===== src/rtl/ysyx_25060170_pkg.sv =====
// Shared definitions for the ysyx_25060170 load/store unit.
//   - lsu_state_e : FSM states (IDLE, REQ, WAIT, DONE)
//   - F3_*        : funct3 encodings for loads and stores
//   - f3_legal      : is a funct3 acceptable for a load or a store
//   - natural_align : forces address low bits to the access size
//   - is_misaligned : access low bits do not match the access size
package ysyx_25060170_pkg;

  typedef enum logic [1:0] {
    S_IDLE = 2'd0,
    S_REQ  = 2'd1,
    S_WAIT = 2'd2,
    S_DONE = 2'd3
  } lsu_state_e;

  localparam logic [2:0] F3_LB  = 3'b000;
  localparam logic [2:0] F3_LH  = 3'b001;
  localparam logic [2:0] F3_LW  = 3'b010;
  localparam logic [2:0] F3_LBU = 3'b100;
  localparam logic [2:0] F3_LHU = 3'b101;
  localparam logic [2:0] F3_SB  = 3'b000;
  localparam logic [2:0] F3_SH  = 3'b001;
  localparam logic [2:0] F3_SW  = 3'b010;

  function automatic logic f3_legal(input logic is_store, input logic [2:0] f3);
    if (is_store) return (f3 == F3_SB) || (f3 == F3_SH) || (f3 == F3_SW);
    return (f3 == F3_LB) || (f3 == F3_LH) || (f3 == F3_LW) ||
           (f3 == F3_LBU) || (f3 == F3_LHU);
  endfunction

  // funct3[1:0] carries the size: 00 byte, 01 half, 10 word.
  function automatic logic [1:0] natural_align(input logic [2:0] f3, input logic [1:0] lo);
    case (f3[1:0])
      2'b01:   return {lo[1], 1'b0};
      2'b10:   return 2'b00;
      default: return lo;
    endcase
  endfunction

  function automatic logic is_misaligned(input logic [2:0] f3, input logic [1:0] lo);
    return ((f3[1:0] == 2'b01) && lo[0]) || ((f3[1:0] == 2'b10) && (lo != 2'b00));
  endfunction

endpackage


===== src/rtl/ysyx_25060170_lsu_align.sv =====
// Combinational lane logic for the LSU.
//   funct3   in  access size/sign
//   addr_lo  in  byte offset within the word (already size-aligned)
//   st_data  in  raw store data (rs2)
//   ld_word  in  word returned by memory
//   st_mask  out byte strobes for a store
//   st_lanes out store data replicated across lanes
//   ld_data  out load value extracted and sign/zero extended
module ysyx_25060170_lsu_align
  import ysyx_25060170_pkg::*;
(
  input  logic [2:0]  funct3,
  input  logic [1:0]  addr_lo,
  input  logic [31:0] st_data,
  input  logic [31:0] ld_word,
  output logic [3:0]  st_mask,
  output logic [31:0] st_lanes,
  output logic [31:0] ld_data
);

  logic [7:0]  ld_byte;
  logic [15:0] ld_half;

  assign ld_byte = ld_word[{addr_lo, 3'b000} +: 8];
  assign ld_half = ld_word[{addr_lo[1], 4'b0000} +: 16];

  always_comb begin
    st_mask  = 4'b1111;
    st_lanes = st_data;
    case (funct3[1:0])
      2'b00: begin
        st_mask  = 4'b0001 << addr_lo;
        st_lanes = {4{st_data[7:0]}};
      end
      2'b01: begin
        st_mask  = 4'b0011 << {addr_lo[1], 1'b0};
        st_lanes = {2{st_data[15:0]}};
      end
      default: ;
    endcase
  end

  always_comb begin
    ld_data = '0;
    case (funct3)
      F3_LB:   ld_data = {{24{ld_byte[7]}}, ld_byte};
      F3_LH:   ld_data = {{16{ld_half[15]}}, ld_half};
      F3_LW:   ld_data = ld_word;
      F3_LBU:  ld_data = {24'd0, ld_byte};
      F3_LHU:  ld_data = {16'd0, ld_half};
      default: ld_data = '0;
    endcase
  end

endmodule


===== src/rtl/ysyx_25060170_lsu.sv =====
// Load/store unit between EXU and WBU. One instruction in flight.
// Ports:
//   clk, rst_n                      clock, async active-low reset
//   in_valid/in_ready               EXU handshake (in_ready = state is IDLE)
//   in_mem_rd/in_mem_wr/in_funct3   access kind and size
//   in_addr/in_wdata/in_wb_data     address, store data, pass-through value
//   mem_req_*                       memory request channel
//   mem_resp_valid/mem_resp_rdata   memory response / write acknowledge
//   out_valid/out_ready/out_rdata/out_err  WBU handshake and result
// Handshakes: a transfer happens on a rising edge where valid and ready are
// both high; a valid producer keeps valid and its payload stable until then.
// Build option YSYX_25060170_LSU_MISALIGN_CHK_EN: when defined, misaligned
// half/word accesses are rejected with out_err; otherwise the address low
// bits are forced to natural alignment and the access proceeds.
module ysyx_25060170_lsu
  import ysyx_25060170_pkg::*;
#(
  parameter int ADDR_W = 32,
  parameter int DATA_W = 32
) (
  input  logic              clk,
  input  logic              rst_n,
  input  logic              in_valid,
  output logic              in_ready,
  input  logic              in_mem_rd,
  input  logic              in_mem_wr,
  input  logic [2:0]        in_funct3,
  input  logic [ADDR_W-1:0] in_addr,
  input  logic [DATA_W-1:0] in_wdata,
  input  logic [DATA_W-1:0] in_wb_data,
  output logic              mem_req_valid,
  input  logic              mem_req_ready,
  output logic              mem_req_wen,
  output logic [ADDR_W-1:0] mem_req_addr,
  output logic [DATA_W-1:0] mem_req_wdata,
  output logic [3:0]        mem_req_wmask,
  input  logic              mem_resp_valid,
  input  logic [DATA_W-1:0] mem_resp_rdata,
  output logic              out_valid,
  input  logic              out_ready,
  output logic [DATA_W-1:0] out_rdata,
  output logic              out_err
);

  lsu_state_e state, state_next;

  logic [2:0]  f3_q;
  logic [1:0]  lo_q;
  logic        is_mem;
  logic        f3_ok;
  logic        misaligned;
  logic        reject;
  logic [1:0]  lo_eff;
  logic [2:0]  al_f3;
  logic [1:0]  al_lo;
  logic [3:0]  al_mask;
  logic [31:0] al_wdata;
  logic [31:0] al_rdata;

  assign is_mem = in_mem_rd | in_mem_wr;
  assign f3_ok  = f3_legal(in_mem_wr, in_funct3);

`ifdef YSYX_25060170_LSU_MISALIGN_CHK_EN
  assign misaligned = is_misaligned(in_funct3, in_addr[1:0]);
  assign lo_eff     = in_addr[1:0];
`else
  assign misaligned = 1'b0;
  assign lo_eff     = natural_align(in_funct3, in_addr[1:0]);
`endif

  assign reject   = is_mem & (~f3_ok | misaligned);
  assign in_ready = (state == S_IDLE);

  // The lane logic sees the incoming instruction while IDLE (store encoding
  // is registered at accept) and the latched one afterwards (load extraction
  // is registered when the response arrives).
  assign al_f3 = (state == S_IDLE) ? in_funct3 : f3_q;
  assign al_lo = (state == S_IDLE) ? lo_eff    : lo_q;

  ysyx_25060170_lsu_align u_align (
    .funct3   (al_f3),
    .addr_lo  (al_lo),
    .st_data  (in_wdata),
    .ld_word  (mem_resp_rdata),
    .st_mask  (al_mask),
    .st_lanes (al_wdata),
    .ld_data  (al_rdata)
  );

  always_ff @(posedge clk or negedge rst_n) begin
    if (!rst_n) state <= S_IDLE;
    else        state <= state_next;
  end

  always_comb begin
    state_next = state;
    case (state)
      S_IDLE: if (in_valid) state_next = (is_mem && !reject) ? S_REQ : S_DONE;
      S_REQ:  if (mem_req_ready) state_next = S_WAIT;
      S_WAIT: if (mem_resp_valid) state_next = S_DONE;
      S_DONE: if (out_ready) state_next = S_IDLE;
      default: state_next = S_IDLE;
    endcase
  end

  always_ff @(posedge clk or negedge rst_n) begin
    if (!rst_n) begin
      f3_q          <= '0;
      lo_q          <= '0;
      mem_req_valid <= 1'b0;
      mem_req_wen   <= 1'b0;
      mem_req_addr  <= '0;
      mem_req_wdata <= '0;
      mem_req_wmask <= '0;
      out_valid     <= 1'b0;
      out_rdata     <= '0;
      out_err       <= 1'b0;
    end else begin
      case (state)
        S_IDLE: begin
          if (in_valid) begin
            f3_q <= in_funct3;
            lo_q <= lo_eff;
            if (is_mem && !reject) begin
              mem_req_valid <= 1'b1;
              mem_req_wen   <= in_mem_wr;
              mem_req_addr  <= {in_addr[ADDR_W-1:2], 2'b00};
              mem_req_wdata <= in_mem_wr ? al_wdata : '0;
              mem_req_wmask <= in_mem_wr ? al_mask : 4'b0000;
              out_err       <= 1'b0;
            end else begin
              out_valid <= 1'b1;
              out_err   <= reject;
              out_rdata <= reject ? '0 : in_wb_data;
            end
          end
        end
        S_REQ: begin
          if (mem_req_ready) mem_req_valid <= 1'b0;
        end
        S_WAIT: begin
          if (mem_resp_valid) begin
            out_valid <= 1'b1;
            out_err   <= 1'b0;
            out_rdata <= mem_req_wen ? '0 : al_rdata;
          end
        end
        S_DONE: begin
          if (out_ready) out_valid <= 1'b0;
        end
        default: ;
      endcase
    end
  end

endmodule


===== config.mk =====
export PLATFORM = sky130hd
export DESIGN_NAME = ysyx_25060170_lsu
export DESIGN_NICKNAME = d
export VERILOG_FILES = /design/src/rtl/ysyx_25060170_pkg.sv /design/src/rtl/ysyx_25060170_lsu_align.sv /design/src/rtl/ysyx_25060170_lsu.sv
export SDC_FILE = /design/constraint.sdc
export NUM_CORES = 1
export LEC_CHECK = 0
export ABC_AREA = 0
export CORE_ASPECT_RATIO = 1.1
export CORE_MARGIN = 3
export CORE_UTILIZATION = 48
export DETAILED_ROUTE_END_ITERATION = 16
export PLACE_DENSITY = 0.89
export SETUP_SLACK_MARGIN = 0.1
export SLEW_MARGIN = 15
export SYNTH_ARGS = -nofsm -noshare
export SYNTH_HDL_FRONTEND = slang
export SYNTH_HIERARCHICAL = 1
export SYNTH_SLANG_ARGS = --single-unit

===== constraint.sdc =====
create_clock -name clk -period 6.5 [get_ports clk]
set_input_delay 1.3 -clock clk [delete_from_list [all_inputs] [get_ports clk]]
set_output_delay 1.3 -clock clk [all_outputs]
set_load 0.01 [all_outputs]

* Yosys cells after proc, flatten, opt, wreduce, memory -nomap -nowiden
Cells that the tools add are included.
Operators by class: equal/unequal tests 20, shift-type cells 4, muxes and demuxes 36, bitwise operators 3, reduce and logical (&&, ||, !) cells 20
Operators by type and width (number):
- 32-bit two-way mux | 6
- 32-bit one-hot mux with 5 select lines | 1
- 32-bit one-hot mux with 2 select lines | 2
- 32-bit by 6-bit variable part select with 16-bit output | 1
- 32-bit by 6-bit variable part select with 8-bit output | 1
- 1-bit two-way mux | 13
- 3-bit == test, second input constant | 4
- 2-bit two-way mux | 6
- 4-bit AND reduction | 3
- 2-bit != test, second input constant | 5
- 2-bit one-hot mux with 4 select lines | 1
- 4-bit one-hot mux with 2 select lines | 1
- 2-bit by 1-bit == test with 1-bit output, second input constant | 3
- 2-bit == test, second input constant | 3
- 3-bit by 1-bit == test with 1-bit output, second input constant | 2
- 3-bit by 2-bit == test with 1-bit output, second input constant | 2
- 3-bit zero test | 2
- 3-bit AND reduction | 2
- 5-bit AND reduction | 1
- 2-bit zero test | 2
- 1-bit logical OR | 4
- 4-bit two-way mux | 1
- 1-bit one-hot mux with 2 select lines | 2
- 2-bit one-hot mux with 2 select lines | 1
- other kinds (13) | 14
Word-level totals: bits in registers 109, input port bits 139, output and inout bits 105, logic and storage cells 94

* Logic depth before layout (Yosys ltp)
Gate-level depths: netlist of the first run.
depth after elaboration 13, depth in mapped cells 14

* Modules after synthesis
Netlist of the first run, hierarchy kept.
Modules (own cells, without submodules):
- ysyx_25060170_lsu | times used 1, cells each 445, area each 4852.2 µm²
- ysyx_25060170_lsu_align | times used 1, cells each 175, area each 1280.0 µm²

* Least setup slack after synthesis of the first run
No wires, ideal clock.
path kind input port to flip-flop, start point in in_funct3[0], end point reg out_rdata[21], setup time 129 ps, arrival 3351 ps, data required time 6371 ps, path slack 3020 ps, cell stages on the path 12, buffers on the path 2, path through inv_1 ha_1 inv_1 o21ai_0 o21ai_0 buf_6 mux4_2 a22oi_4 buf_6 a211oi_1 a22oi_1 o21ai_0
Between the ends: elaborated cells on any way between the ends 36
RTL lines:
- start, declared | line ysyx_25060170_lsu.sv:27 | input logic [2:0] in_funct3,
- 2-bit == test / 2-bit by 1-bit == test with 1-bit output (equally long branches) | line ysyx_25060170_pkg.sv:33 | case (f3[1:0])
- 2-bit one-hot mux with 2 select lines * | line ysyx_25060170_pkg.sv:33
- 2-bit two-way mux * | line ysyx_25060170_lsu.sv:78 | assign al_lo = (state == S_IDLE) ? lo_eff : lo_q;
- net al_lo[1] | line ysyx_25060170_lsu.sv:55 | logic [1:0] al_lo;
- 32-bit by 6-bit variable part select with 16-bit output / 32-bit by 6-bit variable part select with 8-bit output (equally long branches) | line ysyx_25060170_lsu_align.sv:25, ysyx_25060170_lsu_align.sv:24
- 32-bit one-hot mux with 5 select lines * | line ysyx_25060170_lsu_align.sv:45 | case (funct3)
- net al_rdata[21] | line ysyx_25060170_lsu.sv:58 | logic [31:0] al_rdata;
- 32-bit two-way mux * | line ysyx_25060170_lsu.sv:145 | out_rdata <= mem_req_wen ? '0 : al_rdata;
- 32-bit two-way mux * | line ysyx_25060170_lsu.sv:142 | if (mem_resp_valid) begin
- 32-bit one-hot mux with 2 select lines * | line ysyx_25060170_lsu.sv:119 | case (state)
- end signal, assigned | line ysyx_25060170_lsu.sv:134 | out_rdata <= reject ? '0 : in_wb_data;
- end signal, assigned | line ysyx_25060170_lsu.sv:145
- end, declared | line ysyx_25060170_lsu.sv:41 | output logic [DATA_W-1:0] out_rdata,
Mark *: on every way through the listed nets, which the timed path passes. The rest lies on a longest branch. The select of a mux whose other input is x is not followed. A chain may end at the register's enable or synchronous reset.

* Worst setup path after layout of the first run
start point in in_funct3[0], end point reg out_rdata[28]
Between the ends: elaborated cells on any way between the ends 36
RTL lines:
- 2-bit == test / 2-bit by 1-bit == test with 1-bit output (equally long branches) | line ysyx_25060170_pkg.sv:33
- 2-bit one-hot mux with 2 select lines * | line ysyx_25060170_pkg.sv:33
- 2-bit two-way mux * | line ysyx_25060170_lsu.sv:78
- net al_lo[0] | line ysyx_25060170_lsu.sv:55
- 32-bit by 6-bit variable part select with 8-bit output * | line ysyx_25060170_lsu_align.sv:24 | assign ld_byte = ld_word[{addr_lo, 3'b000} +: 8];
- 32-bit one-hot mux with 5 select lines * | line ysyx_25060170_lsu_align.sv:45
- net al_rdata[28] | line ysyx_25060170_lsu.sv:58
- 32-bit two-way mux * | line ysyx_25060170_lsu.sv:145
- 32-bit two-way mux * | line ysyx_25060170_lsu.sv:142
- 32-bit one-hot mux with 2 select lines * | line ysyx_25060170_lsu.sv:119
Marked as above.

==> tab_implementation.tex, run 1 <==
\begin{tabular}{lr}
\hline
Metric & Value \\
\hline
\multicolumn{2}{l}{\textbf{Outcome}} \\
Status & completed \\
\multicolumn{2}{l}{\textbf{Finish}} \\
Utilization after layout & 71.8\% \\
Filler instances & 862 \\
Fraction of final layout cells with drive strength greater than 1 & 11.4\% \\
Flip-flop and latch area & 0.00273 mm² \\
Total number of nets in the final design & 969 \\
Synth-to-layout area growth & 43.4\% \\
Area taken by multi-input logic gates & 0.00307 mm² \\
Final std cells w/o fill & 981 \\
Number of diodes & 0 \\
\multicolumn{2}{l}{\textbf{Pwr}} \\
Power density over the cells & 453 mW/mm² \\
Total Power & 3990 µW \\
Static leakage & 0.00375 µW \\
IR drop worst, VDD & 245 µV \\
\multicolumn{2}{l}{\textbf{Clock tree}} \\
Clock H-tree levels & 3 \\
TritonCTS clock tree & built \\
Number of setup buffers added after CTS & 0 \\
TritonCTS Buffers & 9 \\
Post-cts gate resize count & 0 \\
TritonCTS sink count & 109 \\
Hold-fix buffers at CTS & 0 \\
CTS clk-pin slew, worst paths & 0.07 ns \\
Clock latency on the worst-skew pair & 0.36 ns \\
Clock tree buffer depth & 2 \\
CTS Root Buffer Type & clkbuf\_16 \\
\multicolumn{2}{l}{\textbf{Setup path}} \\
Last element of the critical path & out\_rdata[28] \\
Cell with the biggest individual delay on the critical path & o21ai\_0 \\
Depth of the critical timing path with buffers and inverters included & 11 \\
CP Capture Type & register \\
Type of element launching the critical path & input port \\
Req. time, crit path & 6.69 ns \\
Highest cell delay on the worst timing path & 0.73 ns \\
Crit-path cells & clkdlybuf4s50\_1 -> inv\_1 -> ha\_1 -> inv\_1 -> nand2\_1 -> o21ai\_0 -> mux4\_2 -> a22oi\_4 -> a211oi\_1 -> a22oi\_1 -> o21ai\_0 \\
CP top delay family & compound AO/OA/AOI/OAI gates \\
Category of the most critical setup path & input port to register \\
R2R cell count & 9 \\
Worst endpoint data arrival time & 4.52 ns \\
Start of the worst register-to-register path & state[1] \\
Max Fanout on Critical Path & 16 \\
CP Buf/Inv Count & 3 \\
Worst Setup SP & in\_funct3[0] \\
Register-to-register path setup slack & 2.91 ns \\
Critical R2R Capture & out\_rdata[28] \\
\multicolumn{2}{l}{\textbf{Synth}} \\
Per-instance average area after synthesis & 9.89 µm² \\
Sequential cell area fraction in the yosys report & 44.5\% \\
Synth top cells by count & 117 x o21ai\_0, 112 x nand2\_1, 109 x dfrtp\_1 \\
Number of enable-type register cells in the synthesized netlist & 0 \\
Count of distinct cell types in the synthesized netlist & 51 \\
Dominant register cell in the synthesized netlist & dfrtp\_1 \\
Top post-synthesis cells by area & dfrtp\_1 44\%, o21ai\_0 9.5\%, mux2\_4 6.9\% \\
Yosys synthesis warning count & 6 \\
Biggest area consumer among synthesized cells & dfrtp\_1 \\
Ys async rst share & 100\% \\
Area share of the leading cell type in the synthesized netlist & 44.5\% \\
Most repeated cell in the gate-level netlist after synthesis & o21ai\_0 \\
Synthesized instance count & 620 \\
Yosys reg bits & 109 \\
Area of the mapped netlist & 0.00613 mm² \\
\multicolumn{2}{l}{\textbf{Floorplan}} \\
Cell Rows & 42 \\
Number of top-level pins & 244 \\
Starting Density & 50.1\% \\
Horizontal extent of the die & 114 µm \\
Overall die area & 0.0142 mm² \\
Area of the placeable core & 0.0122 mm² \\
Vertical die dimension & 125 µm \\
\multicolumn{2}{l}{\textbf{STA}} \\
Total negative slack for setup checks & 0 ns \\
Final number of setup-violating endpoints & 0 \\
Count of final hold-check violations & 0 \\
Final Cycle Share & 66.5\% \\
Worst-margin pin slew & 0.969 ns \\
Worst clock skew on the final layout & 0.0151 ns \\
Unrepaired setup endpoints after global routing & no \\
Time the worst path needs with I/O delays and setup & 4.32 ns \\
Worst rel slew slack & 35.4\% \\
Max-slew violations & 0 \\
Highest Clock Rate & 0.231 GHz \\
\multicolumn{2}{l}{\textbf{Placed design}} \\
Number of port buffers & 241 \\
Final weighted congestion in routability-driven placement & 0.931 \\
Detailed Place HPWL & 14600 µm \\
Placed insts & 964 \\
\multicolumn{2}{l}{\textbf{Global routing}} \\
Number of antenna violations at the first check in global routing & 0 \\
Largest net degree at the start of global routing & 63 \\
Vias in the first global route & 5870 \\
Overall track demand over capacity in global routing & 27.6\% \\
GRT Residual Overflow & 0 \\
Global-route wire length before repair & 31000 µm \\
\multicolumn{2}{l}{\textbf{Detailed routing}} \\
Total routed wirelength & 19900 µm \\
Total via count after detailed routing & 5793 \\
Drt initial violations & 485 \\
Vias per std cell & 5.91 \\
Iteration count of the initial detailed-routing pass & 5 \\
Remaining DRCs & 0 \\
Routed Antenna Nets & 0 \\
DR WL/cell & 20.3 µm \\
\multicolumn{2}{l}{\textbf{Run}} \\
Max Cap Violations & 0 \\
\multicolumn{2}{l}{\textbf{Hold path}} \\
Hold Path Class & register to register \\
\hline
\end{tabular}
[where the power goes]
part           leakage [µW]  internal (µW)  switching (µW)  total (µW)
logic               0.00222           1140            1160        2300
registers           0.00139            978             177        1150
clock network      0.000131            266             264         529
total               0.00375           2390            1600        3990
[stage by stage]
step           hold slack (ns)  area [µm²]  setup slack (ns)
4_1_cts                  0.486        8780              2.23
5_1_grt                  0.518        8800              1.98
3_5_place_dp             0.471        8500              1.88
3_3_place_gp             0.465        8500              2.09
6_report                 0.485        8800              2.18
2_1_floorplan            0.446        6140              3.02
[tightest hold or removal path, cell delays in order, from the launching register on]
cell and delay [ns]:
dfrtp_1 0.35, nand2_1 0.04, o21ai_0 0.06
[worst min-delay path by stage]
stage                       from                 to  slack (ns)  cells past startpoint
2_1_floorplan            f3_q[0]            f3_q[0]        0.45                      2
3_3_place_gp   mem_req_wdata[28]  mem_req_wdata[28]        0.46                      2
3_5_place_dp             lo_q[1]            lo_q[1]        0.47                      2
4_1_cts                  lo_q[1]            lo_q[1]        0.49                      2
5_1_grt                  lo_q[1]            lo_q[1]        0.52                      2
6_report       mem_req_wdata[26]  mem_req_wdata[26]        0.49                      2
[flip-flops by register name (all words and copies together), names as in the netlist, 2 cells and up]
name           count
f3_q               3
lo_q               2
mem_req_addr      30
mem_req_wdata     32
mem_req_wmask      4
out_rdata         32
state              2
[layout make-up]
cell class | instances | area share, %
clock inverter | 5 | 0.484
tap | 154 | 2.19
multi-input combinational | 439 | 34.9
inverter | 13 | 0.555
clock buffer | 11 | 2.65
timing repair buffer | 250 | 28.3
sequential | 109 | 31.0
[layer usage]
metal	routed length [µm]	up-vias	track usage, %
li1	-	2608	-
met1	7300	2766	32.5
met2	9910	347	45.7
met3	1680	72	7.58
met4	1030	0	14.2
met5	0	-	0
[layout by cell type (no fill, tap or decap), drive strengths merged, types with 4 or more instances in the layout]
cell | synthesis | final
nand2 | 112 | 112
a22oi | 32 | 32
clkbuf | 34 | 11
dfrtp | 109 | 109
a211oi | 17 | 17
a221o | 7 | 7
mux2i | 18 | 18
o21ai | 120 | 120
nor2 | 11 | 11
inv | 13 | 16
nand2b | 4 | 4
ha | 8 | 8
and2 | 6 | 6
mux2 | 58 | 58
o2bb2ai | 6 | 6
clkdlybuf4s50 | 0 | 240
buf | 26 | 10
[kinds of logic after synthesis]
logic type	count (synthesis)	share of synthesized area (%)
other	1	0.0612
adders and majority gates	8	1.63
AOI/OAI and AO/OA	206	21.8
and+or+nand+nor	146	10.3
DFF	109	44.5
buffers and inverters	73	6.08
muxes	77	15.7
Note: power is estimated with default switching activity, not from simulation.
==> run 2: changes to the inputs <==
--- a/config.mk
+++ b/config.mk
@@ -8,9 +8,9 @@
 export ABC_AREA = 0
 export CORE_ASPECT_RATIO = 1.1
 export CORE_MARGIN = 3
-export CORE_UTILIZATION = 48
+export CORE_UTILIZATION = 44
 export DETAILED_ROUTE_END_ITERATION = 16
-export PLACE_DENSITY = 0.89
+export PLACE_DENSITY = 0.83
 export SETUP_SLACK_MARGIN = 0.1
 export SLEW_MARGIN = 15
 export SYNTH_ARGS = -nofsm -noshare
==> constraint.sdc (replaced) <==
create_clock -name clk -period 4.3 [get_ports clk]
set_input_delay 0.86 -clock clk [delete_from_list [all_inputs] [get_ports clk]]
set_output_delay 0.86 -clock clk [all_outputs]
set_load 0.01 [all_outputs]
==> run 2 against run 1 <==
Against the previous run: clock skew down 0.0027 ns; non-clock buffer count is 4 higher; flip-flop and latch count unchanged; sequential power rose by 51%; critical path depth unchanged; register-to-register slack got worse by 2.1 ns; sequential share of layout area decreased by 0.25 points; global-route usage is 2.4 points lower; hold slack got worse by 0.0011 ns; clock power increased by 49%; die area up 8.6%; largest cell class unchanged; highest routed layer unchanged.
==> tab_implementation.tex, run 2 (synthesis gave the netlist of run 1 again) <==
\begin{tabular}{lr}
\hline
Metric & Value \\
\hline
\multicolumn{2}{l}{\textbf{STA}} \\
Count of final hold-check violations & 0 (unchanged) \\
Max-slew violations & 0 (unchanged) \\
Unrepaired setup endpoints after global routing & no \\
Worst rel slew slack & 33.3\% (-2.2 points) \\
Highest Clock Rate & 0.276 GHz \\
Final Cycle Share & 84.3\% \\
Time the worst path needs with I/O delays and setup & 3.62 ns \\
Worst-margin pin slew & 1.00 ns (+0.0325 ns) \\
Total negative slack for setup checks & 0 ns (unchanged) \\
Worst setup slack after layout & 0.676 ns (-1.50 ns) \\
Final number of setup-violating endpoints & 0 (unchanged) \\
Worst clock skew on the final layout & 0.0124 ns (-0.00271 ns) \\
\multicolumn{2}{l}{\textbf{Pwr}} \\
IR drop worst, VDD & 294 µV (+20\%) \\
Power density over the cells & 680 mW/mm² (+50\%) \\
Static leakage & 0.00378 µW (+0.73\%) \\
Total Power & 6030 µW (+51\%) \\
\multicolumn{2}{l}{\textbf{Run}} \\
Max Cap Violations & 0 (unchanged) \\
\multicolumn{2}{l}{\textbf{Setup path}} \\
Req. time, crit path & 4.48 ns (-2.21 ns) \\
CP top delay family & compound AO/OA/AOI/OAI gates \\
Register-to-register path setup slack & 0.83 ns (-2.08 ns) \\
CP Buf/Inv Count & 3 (unchanged) \\
Cell with the biggest individual delay on the critical path & mux4\_2 \\
Worst Setup SP & in\_funct3[0] \\
Critical R2R Capture & out\_rdata[18] \\
CP Capture Type & register \\
Category of the most critical setup path & input port to register \\
Type of element launching the critical path & input port \\
Highest cell delay on the worst timing path & 0.59 ns (-0.14 ns) \\
Worst endpoint data arrival time & 3.80 ns (-0.72 ns) \\
R2R cell count & 8 (-1) \\
Max Fanout on Critical Path & 16 (unchanged) \\
Last element of the critical path & out\_rdata[18] \\
Start of the worst register-to-register path & state[0] \\
Depth of the critical timing path with buffers and inverters included & 11 (unchanged) \\
Crit-path cells & clkdlybuf4s50\_1 -> inv\_1 -> ha\_1 -> inv\_1 -> o21ai\_0 -> o21ai\_2 -> mux4\_2 -> a22oi\_4 -> a211oi\_1 -> a22oi\_1 -> o21ai\_0 \\
\multicolumn{2}{l}{\textbf{Global routing}} \\
GRT Residual Overflow & 0 (unchanged) \\
Overall track demand over capacity in global routing & 25.3\% (-2.4 points) \\
Global-route wire length before repair & 31000 µm (about the same) \\
Vias in the first global route & 5862 (-0.14\%) \\
Number of antenna violations at the first check in global routing & 0 (unchanged) \\
Largest net degree at the start of global routing & 104 (+65\%) \\
\multicolumn{2}{l}{\textbf{Clock tree}} \\
Number of setup buffers added after CTS & 0 (unchanged) \\
Clock latency on the worst-skew pair & 0.35 ns (about the same) \\
TritonCTS clock tree & built \\
Clock tree buffer depth & 2 (unchanged) \\
Post-cts gate resize count & 0 (unchanged) \\
TritonCTS sink count & 109 (unchanged) \\
TritonCTS Buffers & 9 (unchanged) \\
CTS Root Buffer Type & clkbuf\_16 \\
CTS clk-pin slew, worst paths & 0.07 ns (about the same) \\
Clock H-tree levels & 3 (unchanged) \\
Hold-fix buffers at CTS & 0 (unchanged) \\
\multicolumn{2}{l}{\textbf{Finish}} \\
Final std cells w/o fill & 1015 (+3.5\%) \\
Total number of nets in the final design & 973 (+0.41\%) \\
Leading cell type in the layout, fill and taps excluded & clkdlybuf4s50\_1 \\
Fraction of final layout cells with drive strength greater than 1 & 11.8\% (+0.44 points) \\
Synth-to-layout area growth & 44.6\% \\
Most used cells in the layout excluding fill and tap cells & 240 x clkdlybuf4s50\_1, 116 x o21ai\_0, 112 x nand2\_1 \\
Biggest registers after layout & mem\_req\_wdata x32, out\_rdata x32, mem\_req\_addr x30 \\
Post-route cell area & 0.00887 mm² (+0.83\%) \\
\multicolumn{2}{l}{\textbf{Placed design}} \\
Detailed Place HPWL & 14800 µm (+1.2\%) \\
Final weighted congestion in routability-driven placement & 0.896 (-3.8\%) \\
Setup slack at placement & 0.334 ns (-1.55 ns) \\
Post-place instance area & 0.00859 mm² (+1.0\%) \\
Placed insts & 999 (+3.6\%) \\
Number of port buffers & 241 (unchanged) \\
\multicolumn{2}{l}{\textbf{Floorplan}} \\
Starting Density & 45.7\% (-4.4 points) \\
Horizontal extent of the die & 119 µm (+4.2\%) \\
Overall die area & 0.0154 mm² (+8.6\%) \\
Area of the placeable core & 0.0134 mm² (+9.7\%) \\
Cell Rows & 44 (+4.8\%) \\
Number of top-level pins & 244 (unchanged) \\
Vertical die dimension & 130 µm (+4.2\%) \\
\multicolumn{2}{l}{\textbf{Detailed routing}} \\
Vias per std cell & 5.62 (-4.9\%) \\
Remaining DRCs & 0 (unchanged) \\
Total via count after detailed routing & 5703 (-1.6\%) \\
Iteration count of the initial detailed-routing pass & 5 (unchanged) \\
Total routed wirelength & 19800 µm (-0.39\%) \\
Drt initial violations & 545 (+12\%) \\
Routed Antenna Nets & 0 (unchanged) \\
DR WL/cell & 19.5 µm (-3.7\%) \\
\multicolumn{2}{l}{\textbf{Outcome}} \\
Status & completed \\
\multicolumn{2}{l}{\textbf{Hold path}} \\
Hold Path Class & register to register \\
\hline
\end{tabular}
-- run 2: through the flow --
| stage | hold WS [ns] | utilization (%) |
|---|---|---|
| 6_report | 0.484 | 66.0 |
| 5_1_grt | 0.513 | 66.0 |
| 4_1_cts | 0.486 | 66.0 |
| 3_5_place_dp | 0.471 | 63.9 |
| 3_3_place_gp | 0.462 | 63.9 |
| 2_1_floorplan | 0.446 | - |
-- run 2: per-layer routing --
| metal | vias up | part of all wire (%) | GRT usage (%) |
|---|---|---|---|
| li1 | 2624 | - | - |
| met1 | 2728 | 39 | 30.1 |
| met2 | 299 | 50 | 43.5 |
| met3 | 52 | 7.5 | 5.72 |
| met4 | 0 | 3.8 | 12.5 |
| met5 | - | 0 | 0 |
-- run 2: power by group --
group          switching (µW)  internal (µW)
Combinational            1750           1750
Sequential                263           1480
Clock                     389            399
Total                    2400           3630
-- run 2: cell type report --
cell class / count / area (µm²)
repair buffers: 254 / 2520
well taps: 184 / 230
diodes: 1 / 2.50
multi-input cells: 439 / 3070
clock buffers: 10 / 229
clock inverters: 5 / 43.8
fillers: 1102 / 4560
flip-flops and latches: 109 / 2730
inverters: 13 / 48.8
-- run 2: worst min-delay path: stages, from the launching register on --
cell,delay [ns]
dfrtp_1,0.34
nand2_1,0.04
o21ai_0,0.06
-- run 2: worst min-delay path by stage --
stage,start,end,slack (ns),cells past startpoint
2_1_floorplan,f3_q[0],f3_q[0],0.45,2
5_1_grt,mem_req_wdata[28],mem_req_wdata[28],0.51,2
3_5_place_dp,lo_q[0],lo_q[0],0.47,2
4_1_cts,lo_q[0],lo_q[0],0.49,2
6_report,lo_q[0],lo_q[0],0.48,2
3_3_place_gp,mem_req_wdata[13],mem_req_wdata[13],0.46,2
